`src/rtl/agc_stream.sv`:
```
// agc_stream: automatic gain control for the complex I/Q receive stream.
// Q8.8 gain, saturating scaler, windowed peak tracker, AHB config slave.
module agc_stream #(
  parameter int          WIN_LOG2 = 10,
  parameter logic [15:0] GAIN_MIN = 16'h0010,
  parameter logic [15:0] GAIN_MAX = 16'h4000
) (
  input  logic        clk,
  input  logic        reset_n,
  input  logic        ce,
  input  logic [31:0] tdata_s,
  input  logic        tvalid_s,
  output logic        tready_s,
  output logic [31:0] tdata_m,
  output logic        tvalid_m,
  input  logic        tready_m,
  input  logic [31:0] haddr_s,
  input  logic [2:0]  hburst_s,
  input  logic [2:0]  hsize_s,
  input  logic [1:0]  htrans_s,
  input  logic [31:0] hwdata_s,
  input  logic        hwrite_s,
  input  logic        hsel_s,
  output logic [31:0] hrdata_s,
  output logic        hreadyout_s,
  output logic        hresp_s,
  output logic        irq
);

  localparam logic [2:0] A_CTRL = 3'd0;
  localparam logic [2:0] A_TGT  = 3'd1;
  localparam logic [2:0] A_HYST = 3'd2;
  localparam logic [2:0] A_STEP = 3'd3;
  localparam logic [2:0] A_MAN  = 3'd4;
  localparam logic [2:0] A_CUR  = 3'd5;
  localparam logic [2:0] A_PEAK = 3'd6;
  localparam logic [2:0] A_SAT  = 3'd7;

  // AHB pipeline state
  logic [2:0]  r_addr;
  logic        r_wr;
  logic        r_rd;

  // configuration
  logic [1:0]  r_ctrl;
  logic [15:0] r_target;
  logic [15:0] r_hyst;
  logic [15:0] r_step;
  logic [15:0] r_man;

  // status / tracking
  logic [15:0] r_gain;
  logic [15:0] r_last_peak;
  logic [15:0] r_peak;
  logic [31:0] r_sat;
  logic [WIN_LOG2-1:0] r_cnt;
  logic        r_win_end;
  logic        r_irq;

  // output stage
  logic        r_tvalid;
  logic [31:0] r_tdata;

  logic        w_xfer;
  logic        w_wr_ctrl;
  logic        w_wr_tgt;
  logic        w_wr_hyst;
  logic        w_wr_step;
  logic        w_wr_man;
  logic        w_wr_sat;
  logic [15:0] w_man_next;
  logic        w_acc;
  logic        w_wrap;

  logic signed [32:0] w_xi;
  logic signed [32:0] w_xq;
  logic signed [32:0] w_g;
  logic signed [32:0] w_pi;
  logic signed [32:0] w_pq;
  logic        w_si;
  logic        w_sq;
  logic [15:0] w_oi;
  logic [15:0] w_oq;

  logic [15:0] w_ai;
  logic [15:0] w_aq;
  logic [15:0] w_mag;
  logic [15:0] w_pk;

  logic [16:0] w_thr_hi;
  logic [16:0] w_lp_lo;
  logic        w_dn;
  logic        w_up;
  logic [16:0] w_sub;
  logic [16:0] w_add;
  logic [15:0] w_gdn;
  logic [15:0] w_gup;
  logic        w_upd;
  logic        w_clamp;

  logic [31:0] w_rd;
  logic        w_unused;

  assign w_unused = ^{hburst_s, hsize_s, haddr_s[31:5],
                      haddr_s[1:0], htrans_s[0],
                      hwdata_s[31:16]};

  assign hreadyout_s = 1'b1;
  assign hresp_s     = 1'b0;
  assign tready_s    = !r_tvalid | tready_m;
  assign tvalid_m    = r_tvalid;
  assign tdata_m     = r_tdata;
  assign irq         = r_irq;

  assign w_xfer    = hsel_s & htrans_s[1];
  assign w_wr_ctrl = r_wr & (r_addr == A_CTRL);
  assign w_wr_tgt  = r_wr & (r_addr == A_TGT);
  assign w_wr_hyst = r_wr & (r_addr == A_HYST);
  assign w_wr_step = r_wr & (r_addr == A_STEP);
  assign w_wr_man  = r_wr & (r_addr == A_MAN);
  assign w_wr_sat  = r_wr & (r_addr == A_SAT);

  assign w_man_next = w_wr_man ? hwdata_s[15:0] : r_man;

  assign w_acc  = ce & tvalid_s & tready_s;
  assign w_wrap = w_acc & (&r_cnt);

  // scaler: signed sample times unsigned Q8.8 gain
  assign w_xi = {{17{tdata_s[15]}}, tdata_s[15:0]};
  assign w_xq = {{17{tdata_s[31]}}, tdata_s[31:16]};
  assign w_g  = {17'd0, r_gain};
  assign w_pi = w_xi * w_g;
  assign w_pq = w_xq * w_g;

  // result fits in 16 bits only if bits 32..23 agree
  assign w_si = !((&w_pi[32:23]) | (~|w_pi[32:23]));
  assign w_sq = !((&w_pq[32:23]) | (~|w_pq[32:23]));

  assign w_oi = w_si ? {w_pi[32], {15{~w_pi[32]}}}
                     : w_pi[23:8];
  assign w_oq = w_sq ? {w_pq[32], {15{~w_pq[32]}}}
                     : w_pq[23:8];

  // pre-gain magnitude; -32768 maps to 0x8000
  assign w_ai  = tdata_s[15] ? (16'd0 - tdata_s[15:0])
                             : tdata_s[15:0];
  assign w_aq  = tdata_s[31] ? (16'd0 - tdata_s[31:16])
                             : tdata_s[31:16];
  assign w_mag = (w_ai > w_aq) ? w_ai : w_aq;
  assign w_pk  = (w_mag > r_peak) ? w_mag : r_peak;

  // gain step decision with hysteresis band
  assign w_thr_hi = {1'b0, r_target} + {1'b0, r_hyst};
  assign w_lp_lo  = {1'b0, r_last_peak} + {1'b0, r_hyst};
  assign w_dn     = {1'b0, r_last_peak} > w_thr_hi;
  assign w_up     = !w_dn & (w_lp_lo < {1'b0, r_target});

  assign w_sub = {1'b0, r_gain} - {1'b0, r_step};
  assign w_add = {1'b0, r_gain} + {1'b0, r_step};
  assign w_gdn = (w_sub[16] || (w_sub[15:0] < GAIN_MIN))
               ? GAIN_MIN : w_sub[15:0];
  assign w_gup = (w_add > {1'b0, GAIN_MAX})
               ? GAIN_MAX : w_add[15:0];

  assign w_upd   = ce & r_win_end & r_ctrl[0] & !r_ctrl[1];
  assign w_clamp = (w_dn & (w_gdn == GAIN_MIN))
                 | (w_up & (w_gup == GAIN_MAX));

  // AHB address phase capture
  always_ff @(posedge clk) begin
    if (!reset_n) begin
      r_addr <= 3'd0;
      r_wr   <= 1'b0;
      r_rd   <= 1'b0;
    end else begin
      r_addr <= haddr_s[4:2];
      r_wr   <= w_xfer & hwrite_s;
      r_rd   <= w_xfer & !hwrite_s;
    end
  end

  // configuration registers, written in the data phase
  always_ff @(posedge clk) begin
    if (!reset_n) begin
      r_ctrl   <= 2'd0;
      r_target <= 16'h4000;
      r_hyst   <= 16'h0800;
      r_step   <= 16'h0010;
      r_man    <= 16'h0100;
    end else begin
      if (w_wr_ctrl) r_ctrl   <= hwdata_s[1:0];
      if (w_wr_tgt)  r_target <= hwdata_s[15:0];
      if (w_wr_hyst) r_hyst   <= hwdata_s[15:0];
      if (w_wr_step) r_step   <= hwdata_s[15:0];
      r_man <= w_man_next;
    end
  end

  // window counter and running peak
  always_ff @(posedge clk) begin
    if (!reset_n) begin
      r_cnt       <= '0;
      r_peak      <= 16'd0;
      r_last_peak <= 16'd0;
    end else if (w_wr_ctrl) begin
      r_cnt  <= '0;
      r_peak <= 16'd0;
    end else if (w_acc) begin
      r_cnt <= r_cnt + WIN_LOG2'(1);
      if (&r_cnt) begin
        r_peak      <= 16'd0;
        r_last_peak <= w_pk;
      end else begin
        r_peak <= w_pk;
      end
    end
  end

  // one-cycle marker that a window just closed
  always_ff @(posedge clk) begin
    if (!reset_n) begin
      r_win_end <= 1'b0;
    end else if (ce) begin
      r_win_end <= w_wrap & !w_wr_ctrl;
    end
  end

  // saturation event counter, sticky at all-ones
  always_ff @(posedge clk) begin
    if (!reset_n) begin
      r_sat <= 32'd0;
    end else if (w_wr_sat) begin
      r_sat <= 32'd0;
    end else if (w_acc & (w_si | w_sq) & ~&r_sat) begin
      r_sat <= r_sat + 32'd1;
    end
  end

  // current gain: manual tracking or windowed auto steps
  always_ff @(posedge clk) begin
    if (!reset_n) begin
      r_gain <= 16'h0100;
    end else if (ce) begin
      if (!r_ctrl[0]) begin
        r_gain <= w_man_next;
      end else if (w_upd & w_dn) begin
        r_gain <= w_gdn;
      end else if (w_upd & w_up) begin
        r_gain <= w_gup;
      end
    end
  end

  // clamp interrupt pulse
  always_ff @(posedge clk) begin
    if (!reset_n) begin
      r_irq <= 1'b0;
    end else begin
      r_irq <= w_upd & w_clamp;
    end
  end

  // output register with stall hold
  always_ff @(posedge clk) begin
    if (!reset_n) begin
      r_tvalid <= 1'b0;
      r_tdata  <= 32'd0;
    end else if (ce & tready_s) begin
      r_tvalid <= tvalid_s;
      if (w_acc) r_tdata <= {w_oq, w_oi};
    end
  end

  // read mux for the data phase
  always_comb begin
    w_rd = 32'd0;
    unique case (r_addr)
      A_CTRL: w_rd = {30'd0, r_ctrl};
      A_TGT:  w_rd = {16'd0, r_target};
      A_HYST: w_rd = {16'd0, r_hyst};
      A_STEP: w_rd = {16'd0, r_step};
      A_MAN:  w_rd = {16'd0, r_man};
      A_CUR:  w_rd = {16'd0, r_gain};
      A_PEAK: w_rd = {16'd0, r_last_peak};
      A_SAT:  w_rd = r_sat;
      default: w_rd = 32'd0;
    endcase
  end

  assign hrdata_s = r_rd ? w_rd : 32'd0;

endmodule

```
`config.mk`:
```
export PLATFORM = sky130hd
export DESIGN_NAME = agc_stream
export DESIGN_NICKNAME = d
export VERILOG_FILES = /design/src/rtl/agc_stream.sv
export SDC_FILE = /design/constraint.sdc
export NUM_CORES = 2
export LEC_CHECK = 0
export ABC_AREA = 1
export CORE_MARGIN = 4
export CORE_UTILIZATION = 30
export CTS_BUF_LIST = sky130_fd_sc_hd__clkbuf_16
export CTS_CLUSTER_DIAMETER = 60
export DETAILED_ROUTE_END_ITERATION = 6
export GPL_TIMING_DRIVEN = 0
export PLACE_DENSITY = 0.47
export SYNTH_ARGS = -nofsm -noshare
export SYNTH_HDL_FRONTEND = slang
export SYNTH_SLANG_ARGS = --single-unit
```
`constraint.sdc`:
```
create_clock -name clk -period 24.3 [get_ports clk]
set_input_delay 7.29 -clock clk [delete_from_list [all_inputs] [get_ports clk]]
set_output_delay 7.29 -clock clk [all_outputs]
set_load 0.005 [all_outputs]
```
==> qor.json <==
{
  "outcome": {
    "outcome": "finished, final reports clean"
  },
  "clock_network": {
    "cts_made_buffers": 17,
    "number_of_buffers_on_the_longest_clock_path": 2,
    "cts_resized": 0,
    "number_of_levels_the_h_tree_was_split_into": 4,
    "ctsRootBufferMaster": "clkbuf_16",
    "post_cts_hold_buffers": 0,
    "clock-sinks": 196,
    "post_cts.repair.setup_buffers": 0,
    "path_clk_slew_ps": 90,
    "tritoncts": "yes",
    "clk-insertion-delay-late_ps": 510
  },
  "global_routing": {
    "wire_length_of_the_first_global_routing_pass_mm": 187,
    "gr-total-overflow": 0,
    "pin_count_of_the_biggest_net_entering_global_routing": 23,
    "grt_antenna_before_repair": 7,
    "global_route.usage.total": 0.208,
    "first_global_vias": 31300
  },
  "routing": {
    "drt_pre_antenna_iters": 6,
    "wl_per_cell_um": 18.4,
    "dr_total_vias": 31900,
    "route.antenna.remaining_nets": 0,
    "viasPerCell": 4.78,
    "remaining_drc_errors": 0,
    "drt-total-wl_mm": 123,
    "drt_iter0_markers": 2138
  },
  "sta": {
    "rsz0062_at_grt": "false",
    "timing.final.hold_violations": 0,
    "setup_slack_ps": 8630,
    "finalSetupViolations": 0,
    "worst_slew_margin_rel": 0.131,
    "finalSetupTns_ps": 0,
    "worst_slew_pin_slew_ps": 1300,
    "period_minus_slack_ps": 15670,
    "finalClockSkew_ps": 19.4,
    "slew_viol_final": 0,
    "max_freq_ghz": 0.0638,
    "final.period_utilization": 0.645
  },
  "cells_and_area": {
    "instances_no_fill": 6660,
    "syn_to_final_growth_pct": 10.2,
    "drive_gt1_frac": 0.0237,
    "layout.filler_cells": 12600,
    "number_of_nets_in_the_finished_design": 6012,
    "footprint_of_the_multi_input_gates_mm2": 0.0250,
    "area_taken_by_flip_flops_and_latches_mm2": 0.00392,
    "final_core_util": 0.333
  },
  "power_and_ir_drop": {
    "ir_drop_mv": 0.0647,
    "power_density_mw_per_mm2": 62.8,
    "power_switching_w": 0.00130,
    "intPower_w": 0.00106,
    "total_leakage_power_nw": 20.1,
    "power.switching_fraction": 0.549,
    "share_comb_of_total_power": 0.724,
    "clockPowerShare": 0.131,
    "power.sequential.fraction": 0.144
  },
  "die": {
    "die_width_um": 345,
    "die_area_mm2": 0.119,
    "num_io_pins": 180,
    "floorplan.initialDensity": 0.302,
    "core_area_mm2": 0.113,
    "chipHeight_um": 345,
    "floorplan.rows": 123
  },
  "worst_setup_path": {
    "timing.critical_path.to_type": "output port",
    "crit_chain": "clkdlybuf4s50_1 -> inv_1 -> nand2_1 -> clkdlybuf4s50_1",
    "rrSetupSlack_ps": 15460,
    "worstPathArrival_ps": 8380,
    "worstSetupPathType": "input pin to output port",
    "cp_max_fo": 2,
    "worst-endpoint-required_ps": 17010,
    "buffers_plus_inverters_on_the_worst_setup_path": 3,
    "critPathSlowestCell": "clkdlybuf4s50_1",
    "critPathTopFamily": "buffers and inverters",
    "critical-path-max-stage-delay_ps": 500,
    "cp-start-kind": "input pin",
    "cp_most_frequent_cell": "clkdlybuf4s50_1"
  },
  "synth": {
    "synth-edff-count": 0,
    "postSynthRegisterBits": 196,
    "postSynthNetCount": 5896,
    "netlist-cell-type-count": 55,
    "synth_area_mm2": 0.0341,
    "synth_async_sr_flop_share": 0,
    "synth_flop_cell": "dfxtp_1",
    "synth_cells": 5026,
    "synth-seq-area-share": 0.115,
    "syn_area_per_cell_um2": 6.78,
    "ys_warn_count": 0
  },
  "placed_design": {
    "dp_slack_ps": 8300,
    "placed_cells": 6623,
    "post-dp-hpwl_mm": 104,
    "gp_routability_congestion": 0.920,
    "io_buffers": 97
  },
  "flow_run": {
    "timing.max_cap.violations": 0
  },
  "hold_path": {
    "hold_path.class": "flop to flop"
  }
}
-- area by class of cell --
type                            count  share of cell area
Multi-Input combinational cell   3479               0.666
Inverter                         1143               0.114
Sequential cell                   196               0.105
Tap cell                         1500              0.0500
Timing Repair Buffer               97              0.0259
Buffer                            208              0.0227
Clock buffer                       17              0.0113
Clock inverter                     15             0.00513
Antenna cell                        5            0.000333
-- stage by stage --
stage                     total power [W]  instance area, um2  hold slack (ps)
after floorplan                   0.00158               34100              435
after detailed placement          0.00207               36900              456
after global placement            0.00208               36900              450
after CTS                         0.00239               37500              469
after global routing              0.00263               37500              491
final                             0.00236               37500              469
-- worst paths after layout --
| path | end | startpoint | cells past startpoint |
|---|---|---|---|
| setup / recovery | tready_s | tready_m | 4 |
| hold / removal | r_peak[13] | r_peak[13] | 2 |
| setup reg to reg | r_sat[20] | r_gain[1] | 31 |
| hold reg to reg | r_peak[13] | r_peak[13] | 2 |
-- per-layer routing --
| metal | share of wire | wire length [um] | global-route usage | vias to the layer above |
|---|---|---|---|---|
| met1 | 0.44 | 53900 | 0.274 | 15400 |
| met5 | 0.000057 | 7 | 0 | - |
| met2 | 0.47 | 58100 | 0.354 | 803 |
| met3 | 0.060 | 7370 | 0.0316 | 126 |
| met4 | 0.027 | 3330 | 0.0564 | 2 |
| li1 | - | - | - | 15600 |
-- synthesized netlist by cell type (all sizes together), types with 2 or more instances --
library cell	number	area (um2)
or2	7	43.8
nand3	172	891
nand2	1278	4840
xnor2	40	350
ha	369	4620
nand4	51	319
clkbuf	145	547
o21a	3	22.5
a21oi	288	1460
nor4	20	125
nor2	365	1400
o21bai	19	150
fa	390	7810
conb	2	7.51
nand3b	9	67.6
a31oi	12	75.1
a211oi	5	37.5
clkinv	2	7.51
o211ai	10	75.1
nor3	63	325
o221ai	7	61.3
a2111oi	13	114
a21o	6	45.0
and3	2	12.5
xor2	83	727
inv	1141	4280
dfxtp	196	3920
o31ai	2	15.0
and2	6	37.5
buf	63	307
o22ai	35	219
o21ai	214	1070
-- layout by cell type (no fill, tap or decap), drive strengths merged, types with 9 or more instances in the layout --
cell type / n
nand2: 1278
inv: 1150
fa: 390
ha: 369
nor2: 365
a21oi: 288
o21ai: 214
dfxtp: 196
nand3: 172
clkbuf: 162
clkdlybuf4s50: 97
xor2: 83
nor3: 63
buf: 63
nand4: 51
xnor2: 40
o22ai: 35
nor4: 20
o21bai: 19
a2111oi: 13
a31oi: 12
o211ai: 10
nand3b: 9
-- registers in the layout, summed over array words and instances, names as in the netlist --
name and count:
r_sat 32, tdata_m 32, r_gain 16, r_hyst 16, r_last_peak 16, r_man 16
r_peak 16, r_step 16, r_target 16, r_cnt 10, r_addr 3, r_ctrl 2
irq 1, r_rd 1, r_win_end 1, r_wr 1, tvalid_m 1
-- kinds of logic after synthesis --
family,count (synthesis),share of synthesized area
xor+xnor,123,0.0316
other cells,2,0.000221
fa+ha+maj,759,0.365
buf+inv,1351,0.151
mux,1,0.000294
simple gates,1974,0.237
flops,196,0.115
compound gates,620,0.0997
-- power by group through the flow --
stage / sequential (W) / clock, W / combinational [W]
6_report: 0.000340 / 0.000310 / 0.00171
5_1_grt: 0.000342 / 0.000329 / 0.00196
4_1_cts: 0.000340 / 0.000319 / 0.00174
3_5_place_dp: 0.000348 / 0 / 0.00172
3_3_place_gp: 0.000348 / 0 / 0.00173
2_1_floorplan: 0.000344 / 0 / 0.00124
-- tightest hold or removal path, cell delays in order, from the launching register on --
cell     delay [ps]
dfxtp_1         320
nand2_1          60
a21oi_1          50
Note: power is estimated with default switching activity, not from simulation.
